[src/rtl/imem_loader.sv]
// Boot-time instruction-memory loader: byte stream -> big-endian words -> sequential writes.
// Optional IMEM_LOADER_CHECKSUM_EN adds a trailing XOR checksum byte (CHK state).
module imem_loader #(
    parameter int ADDR_W = 10
) (
    input  logic        clk,
    input  logic        rst_n,
    input  logic        start,
    input  logic [7:0]  byte_in,
    input  logic        byte_valid,
    output logic        byte_ready,
    output logic        wr_en,
    output logic [31:0] wr_addr,
    output logic [31:0] wr_data,
    output logic        cpu_hold,
    output logic        done,
    output logic        error
);

    localparam int IDX_W = ADDR_W + 1;

    // Handshake: a byte moves on a rising edge when byte_valid && byte_ready;
    // byte_ready depends on state only, never on byte_valid.
    typedef enum logic [2:0] {
        S_IDLE  = 3'd0,
        S_HDR0  = 3'd1,
        S_HDR1  = 3'd2,
        S_LOAD  = 3'd3,
`ifdef IMEM_LOADER_CHECKSUM_EN
        S_CHK   = 3'd4,
`endif
        S_DONE  = 3'd5,
        S_ERROR = 3'd6
    } state_e;

    state_e             state_q, state_d;
    logic [7:0]         hdr_hi_q, hdr_hi_d;
    logic [IDX_W-1:0]   last_idx_q, last_idx_d;
    logic [IDX_W-1:0]   word_idx_q, word_idx_d;
    logic [1:0]         phase_q, phase_d;
    logic [23:0]        buf_q, buf_d;
    logic               wr_en_q, wr_en_d;
    logic [31:0]        wr_addr_q, wr_addr_d;
    logic [31:0]        wr_data_q, wr_data_d;
`ifdef IMEM_LOADER_CHECKSUM_EN
    logic [7:0]         csum_q, csum_d;
`endif

    logic               accept;
    logic [15:0]        n_hdr;
    logic               oversize;

    assign accept   = byte_valid && byte_ready;
    assign n_hdr    = {hdr_hi_q, byte_in};
    assign oversize = 32'(n_hdr) > (32'd1 << ADDR_W);

    always_ff @(posedge clk or negedge rst_n) begin
        if (!rst_n) begin
            state_q    <= S_IDLE;
            hdr_hi_q   <= '0;
            last_idx_q <= '0;
            word_idx_q <= '0;
            phase_q    <= '0;
            buf_q      <= '0;
            wr_en_q    <= 1'b0;
            wr_addr_q  <= '0;
            wr_data_q  <= '0;
`ifdef IMEM_LOADER_CHECKSUM_EN
            csum_q     <= '0;
`endif
        end else begin
            state_q    <= state_d;
            hdr_hi_q   <= hdr_hi_d;
            last_idx_q <= last_idx_d;
            word_idx_q <= word_idx_d;
            phase_q    <= phase_d;
            buf_q      <= buf_d;
            wr_en_q    <= wr_en_d;
            wr_addr_q  <= wr_addr_d;
            wr_data_q  <= wr_data_d;
`ifdef IMEM_LOADER_CHECKSUM_EN
            csum_q     <= csum_d;
`endif
        end
    end

    always_comb begin
        state_d    = state_q;
        hdr_hi_d   = hdr_hi_q;
        last_idx_d = last_idx_q;
        word_idx_d = word_idx_q;
        phase_d    = phase_q;
        buf_d      = buf_q;
        wr_en_d    = 1'b0;
        wr_addr_d  = wr_addr_q;
        wr_data_d  = wr_data_q;
`ifdef IMEM_LOADER_CHECKSUM_EN
        csum_d     = csum_q;
`endif
        case (state_q)
            S_IDLE, S_DONE, S_ERROR: begin
                if (start) begin
                    state_d    = S_HDR0;
                    word_idx_d = '0;
                    phase_d    = '0;
`ifdef IMEM_LOADER_CHECKSUM_EN
                    csum_d     = '0;
`endif
                end
            end
            S_HDR0: begin
                if (accept) begin
                    hdr_hi_d = byte_in;
                    state_d  = S_HDR1;
                end
            end
            S_HDR1: begin
                if (accept) begin
                    if (n_hdr == 16'd0) begin
                        state_d = S_DONE;
                    end else if (oversize) begin
                        state_d = S_ERROR;
                    end else begin
                        // N fits the index width here, so N-1 marks the final word.
                        last_idx_d = IDX_W'(n_hdr - 16'd1);
                        state_d    = S_LOAD;
                    end
                end
            end
            S_LOAD: begin
                if (accept) begin
`ifdef IMEM_LOADER_CHECKSUM_EN
                    csum_d  = csum_q ^ byte_in;
`endif
                    phase_d = phase_q + 2'd1;
                    case (phase_q)
                        2'd0: buf_d[23:16] = byte_in;
                        2'd1: buf_d[15:8]  = byte_in;
                        2'd2: buf_d[7:0]   = byte_in;
                        default: begin
                            wr_en_d    = 1'b1;
                            wr_addr_d  = 32'({word_idx_q, 2'b00});
                            wr_data_d  = {buf_q, byte_in};
                            word_idx_d = word_idx_q + 1'b1;
                            if (word_idx_q == last_idx_q) begin
`ifdef IMEM_LOADER_CHECKSUM_EN
                                state_d = S_CHK;
`else
                                state_d = S_DONE;
`endif
                            end
                        end
                    endcase
                end
            end
`ifdef IMEM_LOADER_CHECKSUM_EN
            S_CHK: begin
                if (accept) begin
                    state_d = (byte_in == csum_q) ? S_DONE : S_ERROR;
                end
            end
`endif
            default: state_d = S_IDLE;
        endcase
    end

    always_comb begin
        byte_ready = 1'b0;
        case (state_q)
            S_HDR0, S_HDR1, S_LOAD: byte_ready = 1'b1;
`ifdef IMEM_LOADER_CHECKSUM_EN
            S_CHK:                  byte_ready = 1'b1;
`endif
            default:                byte_ready = 1'b0;
        endcase
    end

    assign wr_en    = wr_en_q;
    assign wr_addr  = wr_addr_q;
    assign wr_data  = wr_data_q;
    assign cpu_hold = (state_q != S_DONE);
    assign done     = (state_q == S_DONE);
    assign error    = (state_q == S_ERROR);

endmodule

[config.mk]
export PLATFORM = sky130hd
export DESIGN_NAME = imem_loader
export DESIGN_NICKNAME = d
export VERILOG_FILES = /design/src/rtl/imem_loader.sv
export SDC_FILE = /design/constraint.sdc
export NUM_CORES = 1
export LEC_CHECK = 0
export BUFFER_PORTS_ARGS = -buffer_cell sky130_fd_sc_hd__buf_2
export CAP_MARGIN = 25
export CORE_MARGIN = 1
export CORE_UTILIZATION = 55
export CTS_BUF_LIST = sky130_fd_sc_hd__clkbuf_4
export DETAILED_ROUTE_END_ITERATION = 6
export PLACE_DENSITY = 0.78
export SLEW_MARGIN = 20
export SYNTH_ARGS = -nofsm -noshare
export SYNTH_HDL_FRONTEND = slang
export SYNTH_SLANG_ARGS = --single-unit
[constraint.sdc]
create_clock -name clk -period 5.3 [get_ports clk]
set_input_delay 1.06 -clock clk [delete_from_list [all_inputs] [get_ports clk]]
set_output_delay 1.06 -clock clk [all_outputs]
set_load 0.01 [all_outputs]
---- Word level (Yosys, flattened, before mapping) ----
Cells that the tools add are included.
W data, S select, Z words.
word-level totals
  register bits ........................... 103
  bits of input ports ..................... 12
  logic and storage cells ................. 70
cells by class
  add/subtract/negate cells ............... 3
  order comparisons ....................... 1
  eq/ne operators ......................... 15
  mux-type cells .......................... 20
  bitwise operators ....................... 3
  reductions and logical operators ........ 17
operator list
  cell                     number
  $mux W11                 3
  $mux W3                  8
  $pmux W11 S2             1
  $gt A16 B11 Y1 const B   1
  $logic_not A16 Y1        1
  $reduce_and A3 Y1        5
  $ne A2 B2 Y1 const B     6
  $pmux W3 S4              1
  $add A11 B1 Y11 const B  1
  $eq A11 B11 Y1           1
  $sub A11 B1 Y11 const B  1
  $reduce_or A3 Y1         3
  $reduce_and A4 Y1        2
  $eq A3 B2 Y1 const B     2
  $eq A3 B3 Y1 const B     2
  $reduce_and A6 Y1        1
  $mux W1                  4
  $mux W2                  2
  $pmux W2 S2              1
  $eq A3 B1 Y1 const B     1
  $logic_not A3 Y1         1
  $ne A3 B3 Y1 const B     1
  $not A1 Y1               3
  $add A2 B1 Y2 const B    1
  6 further kinds          6

---- Depth between registers and ports, before layout ----
Gate-level depths: netlist (run 1).
  depth in word-level cells ............... 6
  gate-level depth with buffers ........... 8
  gate-level depth less buffers ........... 7

---- Worst setup path after synthesis (run 1) ----
No wires, ideal clock.
  kind .................................... in2reg
  from .................................... input byte_in[0]
  to ...................................... register last_idx_q[0]
  setup time .............................. 0.125 ns
  data arrival time ....................... 2.810 ns
  data required time ...................... 5.175 ns
  setup slack ............................. 2.365 ns
  stages .................................. 8
  path buffers ............................ 1
  cell sequence ........................... inv_1 ha_1 nor3b_4 nand3_2 xnor2_1 or4b_4 buf_6 mux2_4
on the way
  word-level cells in the longest chain between the ends .. 3
  elaborated cells on any way between the ends .. 6
  those cells by class .................... add/sub: 1; order compare: 1; bitwise: 2; reduce/logical: 2
RTL lines
  element                                              RTL line  text
  start: declaration                                   9         input logic [7:0] byte_in,
  $gt A16 B11 Y1 or $logic_not A16 Y1 (tied branches)  55, 119
  $not A1 Y1 (no source line)                          -
  $reduce_and A4 Y1 (no source line)                   -
  end signal: assignment                               74        last_idx_q <= last_idx_d;
  end: declaration                                     38        logic [IDX_W-1:0] last_idx_q, last_idx_d;
Several ways; a longest one is shown, not always the timed one.
A chain may end at the register's enable or synchronous reset.

---- Worst setup path after layout (run 1) ----
  from .................................... input byte_in[0]
  to ...................................... register last_idx_q[8]
The elaborated chain is that of the path after synthesis.

==> flow_summary_export.csv, run 1 <==
group,metric,value,unit
flow_run,cap_violations,0,
worst_hold_path,worstHoldStart,"wr_data[0]",
worst_setup_path,path_cells,"buf_2 -> inv_1 -> ha_1 -> nor3b_4 -> nand3_2 -> xnor2_1 -> or4b_4 -> mux2_4",
cells_and_area,layout_commonest_cell,"dfrtp_1",
floorplan,std_cell_rows,33,
floorplan,io_pins,81,
global_routing,grt_pass1_wl,14200,um
clock_tree,postCtsSetupRepairBufs,0,
cells_and_area,multi_input_area,0.00195,sq mm
placed_design,gp_congestion,0.869,
route,vias_per_cell,5.37,
sta,finalSetupTns,0,ns
placed_design,dp.cells,526,
synth,synth-simple-area-share,8.37,%
global_routing,grt_max_degree,57,
worst_setup_path,max_stage_delay,0.65,ns
worst_setup_path,cp-end-kind,"flip-flop",
synth,ys_async_sr_fraction,100,%
global_routing,use_met1,28.1,%
clock_tree,numCtsBuffers,9,
sta,tightest_slew,0.916,ns
synth,synth_xor_area_share,5.51,%
global_routing,grt-ovfl-total,0,
floorplan,coreArea,0.00830,sq mm
floorplan,start_util,57.5,%
placed_design,dp_hpwl,5930,um
worst_setup_path,cp-start-kind,"input pin",
route,num_vias,2909,
cells_and_area,drive_gt1_share,36.8,%
sta,rsz0062_at_grt,"false",
sta,hold_viol,0,
synth,synth_compound_area_share,4.64,%
cells_and_area,area_growth,9.18,%
clock_tree,cts_resized,0,
sta,slew_violations,0,
route,drtIter0Drc,124,
global_routing,grt_pass1_vias,2879,
sta,period_share,51.3,%
worst_setup_path,required,5.65,ns
global_routing,grt_util_met2,34.0,%
synth,synth.area.mux_share,19.0,%
synth,synthCells,380,
worst_setup_path,startpoint,"byte_in[0]",
synth,ys_warn_count,0,
worst_setup_path,r2r-start,"state_q[0]",
sta,finalSetupViolCount,0,
synth,synth_edf_count,0,
worst_setup_path,crit_fanout,11,
route,routed_wl,8500,um
clock_tree,cts_buffer_depth,2,
cells_and_area,fillers,677,
synth,synth_area,0.00477,sq mm
cells_and_area,final_cell_mix,"dfrtp_1 (103), mux2_2 (68), buf_2 (58), conb_1 (21), nand2_1 (19)",
route,wl_per_cell,15.7,um
cells_and_area,n_antenna_cell,0,
cells_and_area,ff_latch_area,0.00258,sq mm
sta,timing.final.crit_period,2.72,ns
global_routing,busiest_layer,"met2",
route,drtPass1Iterations,4,
power_and_ir_drop,powerDensity,475,mW/mm^2
clock_tree,cts_root_buf,"clkbuf_4",
synth,synthDistinctLibCells,44,
worst_setup_path,crit_path_top_delay_cell,"or4b_4",
synth,ys_seq_area_share,54.1,%
worst_setup_path,cp_data_arrival_time,3.07,ns
synth,ys_ff_latch,103,
placed_design,portBuffers,59,
power_and_ir_drop,irDropWorstVdd,0.230,mV
cells_and_area,layoutNonFillerInstCount,542,
synth,syn_avg_cell_area,12.5,sq um
worst_setup_path,critical_path_class,"input pin to flip-flop",
clock_tree,clkTransAtPathRegs,0.16,ns
cells_and_area,nets,450,
floorplan,dieWidth,95.1,um
sta,fmax,0.368,GHz
worst_hold_path,min_path_type,"flip-flop to flip-flop",
route,drc_errors,0,
synth,synthFlopType,"dfrtp_1",
clock_tree,insertion_delay,0.46,ns
sta,skew,0.0241,ns
sta,relSlewSlack,38.5,%
synth,synth-adder-area-share,1.57,%
clock_tree,cts_hold_buf,0,
clock_tree,h-tree-depth,3,
run_status,outcome,"completed",
clock_tree,cts_tree,"done",
global_routing,grt_usage,21.0,%
floorplan,dieArea,0.00905,sq mm
global_routing,antenna_found_initial,0,
clock_tree,numClockSinks,103,
route,antenna_left,0,
power_and_ir_drop,p_leak,2.70,nW
floorplan,die_y,95.1,um
synth,synth_top_family_by_area,"multiplexers",
global_routing,use_met3,3.75,%
## sequential cells by signal (all words and copies together), names as in the netlist
signal,count
buf_q,24
hdr_hi_q,8
last_idx_q,11
phase_q,2
state_q,3
word_idx_q,11
wr_addr,11
wr_data,32
wr_en,1
## final timing paths
kind | endpoint | slack, ns | depth (start not counted)
max reg2reg | wr_data[6] | 3.03 | 5
min reg2reg | wr_data[0] | 0.50 | 2
max | last_idx_q[8] | 2.58 | 8
min | wr_data[0] | 0.50 | 2
min in group asynchronous | wr_data[25] | 0.60 | 1
max in group asynchronous | hdr_hi_q[7] | 3.61 | 2
## worst max-delay path: cells and delay by family
kind                       cells  cell delay [ns]
xor gates and xnor gates       1             0.16
buffers and inverters          2             0.26
muxes                          1             0.33
and+or+nand+nor                3             1.04
adders and majority gates      1             0.21
## power breakdown
group / switching [W] / internal, W / leakage, nW
Sequential: 0.000193 / 0.00107 / 1.34
Combinational: 0.000353 / 0.000388 / 1.26
Clock: 0.000275 / 0.000197 / 0.0924
Total: 0.000821 / 0.00165 / 2.70
## logic make-up after synthesis
family                     count (synthesis)
xor gates and xnor gates                  30
other                                      1
DFF                                      103
muxes                                     78
AOI/OAI and AO/OA                         35
buffers and inverters                     53
and+or+nand+nor                           74
adders and majority gates                  6
## per-stage QoR
stage                     hold WS [ns]  worst slack, ns  util [%]  cell area, sq um  total power, W
final                            0.497             2.58      62.7              5210         0.00247
after global routing             0.533             2.47      62.7              5210         0.00263
after floorplan                  0.446             2.37         -              4840         0.00177
after detailed placement         0.466             2.09      60.7              5040         0.00202
after CTS                        0.501             2.59      62.7              5210         0.00249
after global placement           0.460             2.15      60.3              5010         0.00198
## layer usage
metal  wire (um)  up-vias
met5           0        -
met4         135        0
met3         370       12
met2        4110       84
met1        3890     1451
li1            -     1362
## synth_stat cells (all sizes together), types with 2 or more instances
cell,count,area [sq um]
xnor2,12,105
xor2,18,158
nor4,5,43.8
inv,13,48.8
a22o,2,17.5
a21oi,6,30.0
or3,4,25.0
a211oi,5,42.5
nand2b,2,12.5
ha,6,75.1
nor2,18,67.6
mux2,76,886
nand2,20,75.1
buf,34,251
mux2i,2,20.0
nand4,2,12.5
clkbuf,6,22.5
nand3,8,45.0
dfrtp,103,2580
o21ai,15,75.1
and2,2,12.5
nor3,7,40.0
## final cells by class
type	count	area share, %
Clock inverter	7	1.97
Sequential cell	103	49.5
Timing Repair Buffer	61	6.39
Multi-Input combinational cell	244	37.4
Clock buffer	9	1.30
Inverter	13	0.937
Tap cell	105	2.52
(Power assumes the default switching activity.)
==> run 2: changes to the inputs <==
==> constraint.sdc (replaced) <==
create_clock -name clk -period 2.8 [get_ports clk]
set_input_delay 0.56 -clock clk [delete_from_list [all_inputs] [get_ports clk]]
set_output_delay 0.56 -clock clk [all_outputs]
set_load 0.01 [all_outputs]
==> run 2 against run 1 <==
Compared with the run above:
- routed wire length grew 1.9%
- die area unchanged
- final cell count rose by 0.74%
- combinational power up 92%
- power grew 82%
- largest cell class unchanged
- critical endpoint is now last_idx_q[7]
- sequential cell count unchanged
- clock skew about the same
- non-clock buffer count up 4
- sequential power up 89%
- largest power group unchanged
- sequential share of layout area is 0.25 points higher
- via count rose by 0.10%
==> flow_summary_export.csv, run 2 (synthesized netlist as in run 1, its figures left out) <==
group,metric,value,unit
power_and_ir_drop,total_power,0.00450,W
global_routing,grt_pass1_vias,2832,
global_routing,antenna_found_initial,0,
clock_tree,numCtsBuffers,9,
clock_tree,cts_resized,0,
global_routing,grt_pass1_wl,14200,um
placed_design,dp_hpwl,6120,um
power_and_ir_drop,p_leak,2.68,nW
flow_run,cap_violations,0,
placed_design,dp.cells,530,
global_routing,grt_usage,21.2,%
worst_setup_path,cp_data_arrival_time,2.52,ns
placed_design,gp_congestion,0.838,
sta,hold_viol,0,
route,routed_wl,8660,um
cells_and_area,drive_gt1_share,37.4,%
floorplan,die_y,95.1,um
sta,slew_violations,0,
clock_tree,numClockSinks,103,
worst_hold_path,min_path_type,"input pin to async pin",
cells_and_area,area_growth,8.63,%
floorplan,start_util,57.5,%
cells_and_area,fillers,668,
cells_and_area,nets,454,
run_status,outcome,"completed",
clock_tree,cts_hold_buf,0,
clock_tree,insertion_delay,0.46,ns
cells_and_area,ff_latch_area,0.00258,sq mm
cells_and_area,final_util,62.4,%
sta,fin_hold_ws,0.0700,ns
cells_and_area,n_antenna_cell,0,
cells_and_area,largest_reg_flops,32,
sta,tightest_slew,0.788,ns
clock_tree,cts_root_buf,"clkbuf_4",
sta,rsz0062_at_grt,"false",
cells_and_area,layout_commonest_cell,"dfrtp_1",
worst_setup_path,cp-end-kind,"flip-flop",
clock_tree,cts_buffer_depth,2,
route,drc_errors,0,
sta,finalSetupTns,0,ns
route,antenna_left,0,
clock_tree,cts_tree,"done",
floorplan,dieWidth,95.1,um
sta,relSlewSlack,47.1,%
worst_setup_path,required,3.16,ns
route,drtPass1Iterations,4,
clock_tree,clkTransAtPathRegs,0.16,ns
cells_and_area,final_cell_mix,"dfrtp_1 (103), mux2_2 (68), buf_2 (58), conb_1 (21), nand2_1 (19)",
clock_tree,postCtsSetupRepairBufs,0,
cells_and_area,multi_input_area,0.00195,sq mm
worst_setup_path,crit_fanout,11,
power_and_ir_drop,irDropWorstVdd,0.529,mV
floorplan,std_cell_rows,33,
route,wl_per_cell,15.9,um
floorplan,io_pins,81,
sta,skew,0.0240,ns
sta,period_share,77.2,%
worst_setup_path,cp-start-kind,"flip-flop",
global_routing,grt_max_degree,63,
route,vias_per_cell,5.33,
global_routing,grt-ovfl-total,0,
sta,finalSetupViolCount,0,
route,drtIter0Drc,134,
floorplan,coreArea,0.00830,sq mm
route,num_vias,2912,
cells_and_area,layoutNonFillerInstCount,546,
placed_design,portBuffers,59,
power_and_ir_drop,powerDensity,869,mW/mm^2
floorplan,dieArea,0.00905,sq mm
clock_tree,h-tree-depth,3,
sta,fmax,0.463,GHz
sta,timing.final.crit_period,2.16,ns
worst_setup_path,critical_path_class,"flip-flop to flip-flop",
-- run 2: cell types whose count changed in the layout (fill, tap and decap cells not counted) --
cell / change
buf_4: +4
bufinv_16: -2
clkinv_4: -2
clkinvlp_4: +2
buf_12: +1
buf_16: -1
clkinv_2: +1
inv_6: +1
-- run 2: area by class of cell --
type                    instances  area share, %
clock inverters                 7           1.04
clock buffers                   9           1.30
well taps                     105           2.54
inverters                      13          0.942
multi-input cells             244           37.6
flip-flops and latches        103           49.8
repair buffers                 65           6.86
-- run 2: power by group --
group | internal [W] | switching (W) | total [W]
Combinational | 0.000741 | 0.000675 | 0.00142
Sequential | 0.00202 | 0.000362 | 0.00238
Clock | 0.000192 | 0.000513 | 0.000706
-- run 2: path summary, 6_finish.rpt --
path	from	endpoint	slack, ns	depth (start not counted)
setup / recovery	hdr_hi_q[0]	last_idx_q[7]	0.64	5
hold / removal	rst_n	wr_data[29]	0.07	1
setup reg to reg	hdr_hi_q[0]	last_idx_q[7]	0.64	5
hold reg to reg	wr_data[1]	wr_data[1]	0.49	2
max in group asynchronous	rst_n	wr_addr[10]	2.02	2
min in group clk	byte_in[0]	hdr_hi_q[0]	0.38	2
-- run 2: metal layers --
layer,global-route usage (%),up-vias,wire length (um)
li1,-,1374,-
met1,28.5,1442,4010
met2,33.8,84,4170
met3,4.15,12,346
met4,8.59,0,132
met5,0,-,0
-- run 2: worst max-delay path, stage by stage (launching register included) --
cell,delay (ns)
dfrtp_1,0.44
nor4_2,0.34
nand3_2,0.14
xnor2_1,0.16
or4b_4,0.64
mux2_4,0.34
-- run 2: metrics by stage --
step | instance area (sq um) | worst slack, ns
CTS | 5180 | 0.627
detailed placement | 5060 | 0.190
global route | 5180 | 0.511
floorplan | 4840 | 0.365
global placement | 5060 | 0.251
finish | 5180 | 0.639
==> run 3: changes to the inputs <==
--- a/config.mk
+++ b/config.mk
@@ -5,6 +5,7 @@
 export SDC_FILE = /design/constraint.sdc
 export NUM_CORES = 1
 export LEC_CHECK = 0
+export ABC_AREA = 1
 export BUFFER_PORTS_ARGS = -buffer_cell sky130_fd_sc_hd__buf_2
 export CAP_MARGIN = 25
 export CORE_MARGIN = 1
==> constraint.sdc (replaced) <==
create_clock -name clk -period 2.05 [get_ports clk]
set_input_delay 0.41 -clock clk [delete_from_list [all_inputs] [get_ports clk]]
set_output_delay 0.41 -clock clk [all_outputs]
set_load 0.01 [all_outputs]
==> run 3 against run 2 <==
Compared with the run above:
- first-iteration DRC count up 60%
- die area up 0.18%
- sequential cell count is the same
- largest cell class unchanged
- critical endpoint is now word_idx_q[1]
- register-to-register slack worse by 0.44 ns
- routed wire length grew 15%
- critical path depth is 1 higher
- clock power rose by 44%
- power is 14% higher
- non-clock buffer count grew 6
- combinational power is 4% higher
- sequential power up 11%
==> flow_summary_export.csv, run 3 <==
group,metric,value,unit
synth,synth_edf_count,0,
global_routing,grt_pass1_wl,16500,um
route,num_vias,3732,
synth,synthCells,545,
global_routing,grt_pass1_vias,3384,
placed_design,gp_congestion,0.849,
worst_setup_path,cp-start-kind,"flip-flop",
synth,synth_area_leaders,"dfrtp_1 (54%), nand2_1 (14%), o21ai_0 (4.2%)",
route,wl_per_cell,13.8,um
sta,relSlewSlack,61.2,%
sta,period_share,90.3,%
floorplan,std_cell_rows,33,
floorplan,die_y,95.2,um
synth,ys_async_sr_fraction,100,%
cells_and_area,largest_reg_flops,32,
clock_tree,postCtsSetupRepairBufs,0,
cells_and_area,fillers,725,
floorplan,dieWidth,95.2,um
global_routing,antenna_found_initial,0,
sta,slew_violations,0,
synth,syn_avg_cell_area,8.77,sq um
clock_tree,cts_tree,"done",
sta,hold_viol,0,
synth,synthFlopType,"dfrtp_1",
cells_and_area,layout_commonest_cell,"nand2_1",
placed_design,placed_area,0.00513,sq mm
clock_tree,cts_buffer_depth,2,
floorplan,start_util,57.6,%
route,routed_wl,9920,um
worst_hold_path,min_path_type,"input pin to flip-flop",
worst_setup_path,path_cells,"o21ai_2 -> nor2_4 -> nand2_4 -> clkinv_2 -> nand2_1 -> o21ai_1",
floorplan,dieArea,0.00906,sq mm
clock_tree,cts_resized,0,
synth,ys_ff_latch,103,
synth,ys_seq_area_share,54.0,%
worst_setup_path,max_stage_delay,0.47,ns
clock_tree,numCtsBuffers,9,
run_status,outcome,"completed",
placed_design,portBuffers,59,
synth,netlist_top_cells_count,"nand2_1 (183), dfrtp_1 (103), o21ai_0 (40), inv_1 (34), o21ai_1 (32)",
worst_setup_path,critical_path.top_delay_family,"simple AND/OR/NAND/NOR gates",
power_and_ir_drop,p_leak,2.81,nW
synth,ys_warn_count,0,
worst_setup_path,cp-end-kind,"flip-flop",
synth,synth_top_area_share,54.0,%
floorplan,io_pins,81,
global_routing,grt_max_degree,46,
worst_setup_path,cp_num_buf_inv,1,
route,antenna_left,0,
cells_and_area,stdcell_area,0.00528,sq mm
power_and_ir_drop,irDropWorstVdd,0.750,mV
global_routing,grt-ovfl-total,0,
route,vias_per_cell,5.18,
flow_run,cap_violations,0,
route,drtIter0Drc,214,
sta,finalSetupTns,0,ns
route,drc_errors,0,
worst_setup_path,cp_data_arrival_time,2.21,ns
floorplan,coreArea,0.00830,sq mm
worst_setup_path,critical_path_class,"flip-flop to flip-flop",
clock_tree,h-tree-depth,3,
cells_and_area,multi_input_area,0.00186,sq mm
power_and_ir_drop,powerDensity,974,mW/mm^2
placed_design,dp_hpwl,7190,um
clock_tree,cts_root_buf,"clkbuf_4",
clock_tree,clkTransAtPathRegs,0.16,ns
worst_setup_path,required,2.41,ns
cells_and_area,n_antenna_cell,0,
clock_tree,insertion_delay,0.47,ns
global_routing,grt_usage,24.1,%
cells_and_area,drive_gt1_share,18.2,%
cells_and_area,final_cell_mix,"nand2_1 (183), dfrtp_1 (103), buf_2 (58), o21ai_0 (40), inv_1 (34)",
clock_tree,numClockSinks,103,
synth,synth_area_leader_cell,"dfrtp_1",
synth,synthDistinctLibCells,29,
cells_and_area,area_growth,10.4,%
worst_setup_path,crit_fanout,27,
cells_and_area,ff_latch_area,0.00258,sq mm
route,drtPass1Iterations,5,
sta,timing.final.crit_period,1.85,ns
sta,tightest_slew,0.581,ns
synth,yosysMostFrequentCell,"nand2_1",
clock_tree,cts_hold_buf,1,
sta,fmax,0.540,GHz
sta,skew,0.0257,ns
sta,finalSetupViolCount,0,
sta,rsz0062_at_grt,"false",
synth,synth_area,0.00478,sq mm
worst_setup_path,crit_path_top_delay_cell,"dfrtp_1",
cells_and_area,nets,628,
-- run 3: changes by cell type after synthesis, sizes merged, moves of 3 or more --
cell    change
a211oi      -5
a21oi       -6
clkbuf      -4
inv        +26
mux2       -76
nand2     +169
nand3      +16
nand4       +3
nor2       +16
nor3        -4
nor4        -5
o21ai      +63
or3         -4
xor2        -6
-- run 3: stage by stage --
step	worst slack [ns]	utilization (%)	hold slack, ns	total power [W]	instances
2_1_floorplan	0.388	-	0.114	0.00379	565
3_3_place_gp	0.241	61.8	0.364	0.00408	703
3_5_place_dp	0.179	61.8	0.365	0.00416	703
4_1_cts	0.172	63.6	0.147	0.00516	720
5_1_grt	0.0783	63.6	0.166	0.00549	720
6_report	0.199	63.6	0.163	0.00514	720
-- run 3: metal layers --
metal / vias up / GRT usage [%] / share of wire, % / wire length (um)
li1: 1812 / - / - / -
met1: 1781 / 34.1 / 47 / 4680
met2: 129 / 37.5 / 46 / 4580
met3: 10 / 3.83 / 5.3 / 521
met4: 0 / 8.84 / 1.4 / 140
met5: - / 0 / 0 / 0
-- run 3: cells by family (layout without fill, tap and decap cells) --
family / count (synthesis) / after routing / synth area share, %
fa+ha+maj: 6 / 6 / 1.57
other cells: 1 / 21 / 0.0785
flops: 103 / 103 / 54.0
xor+xnor: 23 / 23 / 4.22
buf+inv: 77 / 127 / 8.67
compound gates: 78 / 78 / 8.64
simple gates: 257 / 257 / 22.9
-- run 3: where the power goes --
part	total [W]	switching, W	internal (W)
Sequential	0.00265	0.000259	0.00239
Combinational	0.00147	0.000952	0.000521
Clock	0.00102	0.000736	0.000283
-- run 3: area by class of cell --
class                   instances  share of cell area [%]
clock buffers                   9                    1.28
clock inverters                 7                    1.30
inverters                      40                    2.92
repair buffers                 71                    7.87
well taps                     105                    2.49
multi-input cells             385                    35.3
flip-flops and latches        103                    48.9
-- run 3: worst paths after layout --
| kind | from | slack [ns] | cells after the start | end |
|---|---|---|---|---|
| min in group asynchronous | rst_n | 0.38 | 2 | buf_q[13] |
| setup / recovery | state_q[0] | 0.20 | 6 | word_idx_q[1] |
| hold / removal | byte_in[0] | 0.16 | 2 | last_idx_q[0] |
| hold reg to reg | buf_q[6] | 0.48 | 2 | wr_data[14] |
| max in group asynchronous | rst_n | 0.97 | 3 | wr_addr[2] |
| setup reg to reg | state_q[0] | 0.20 | 6 | word_idx_q[1] |
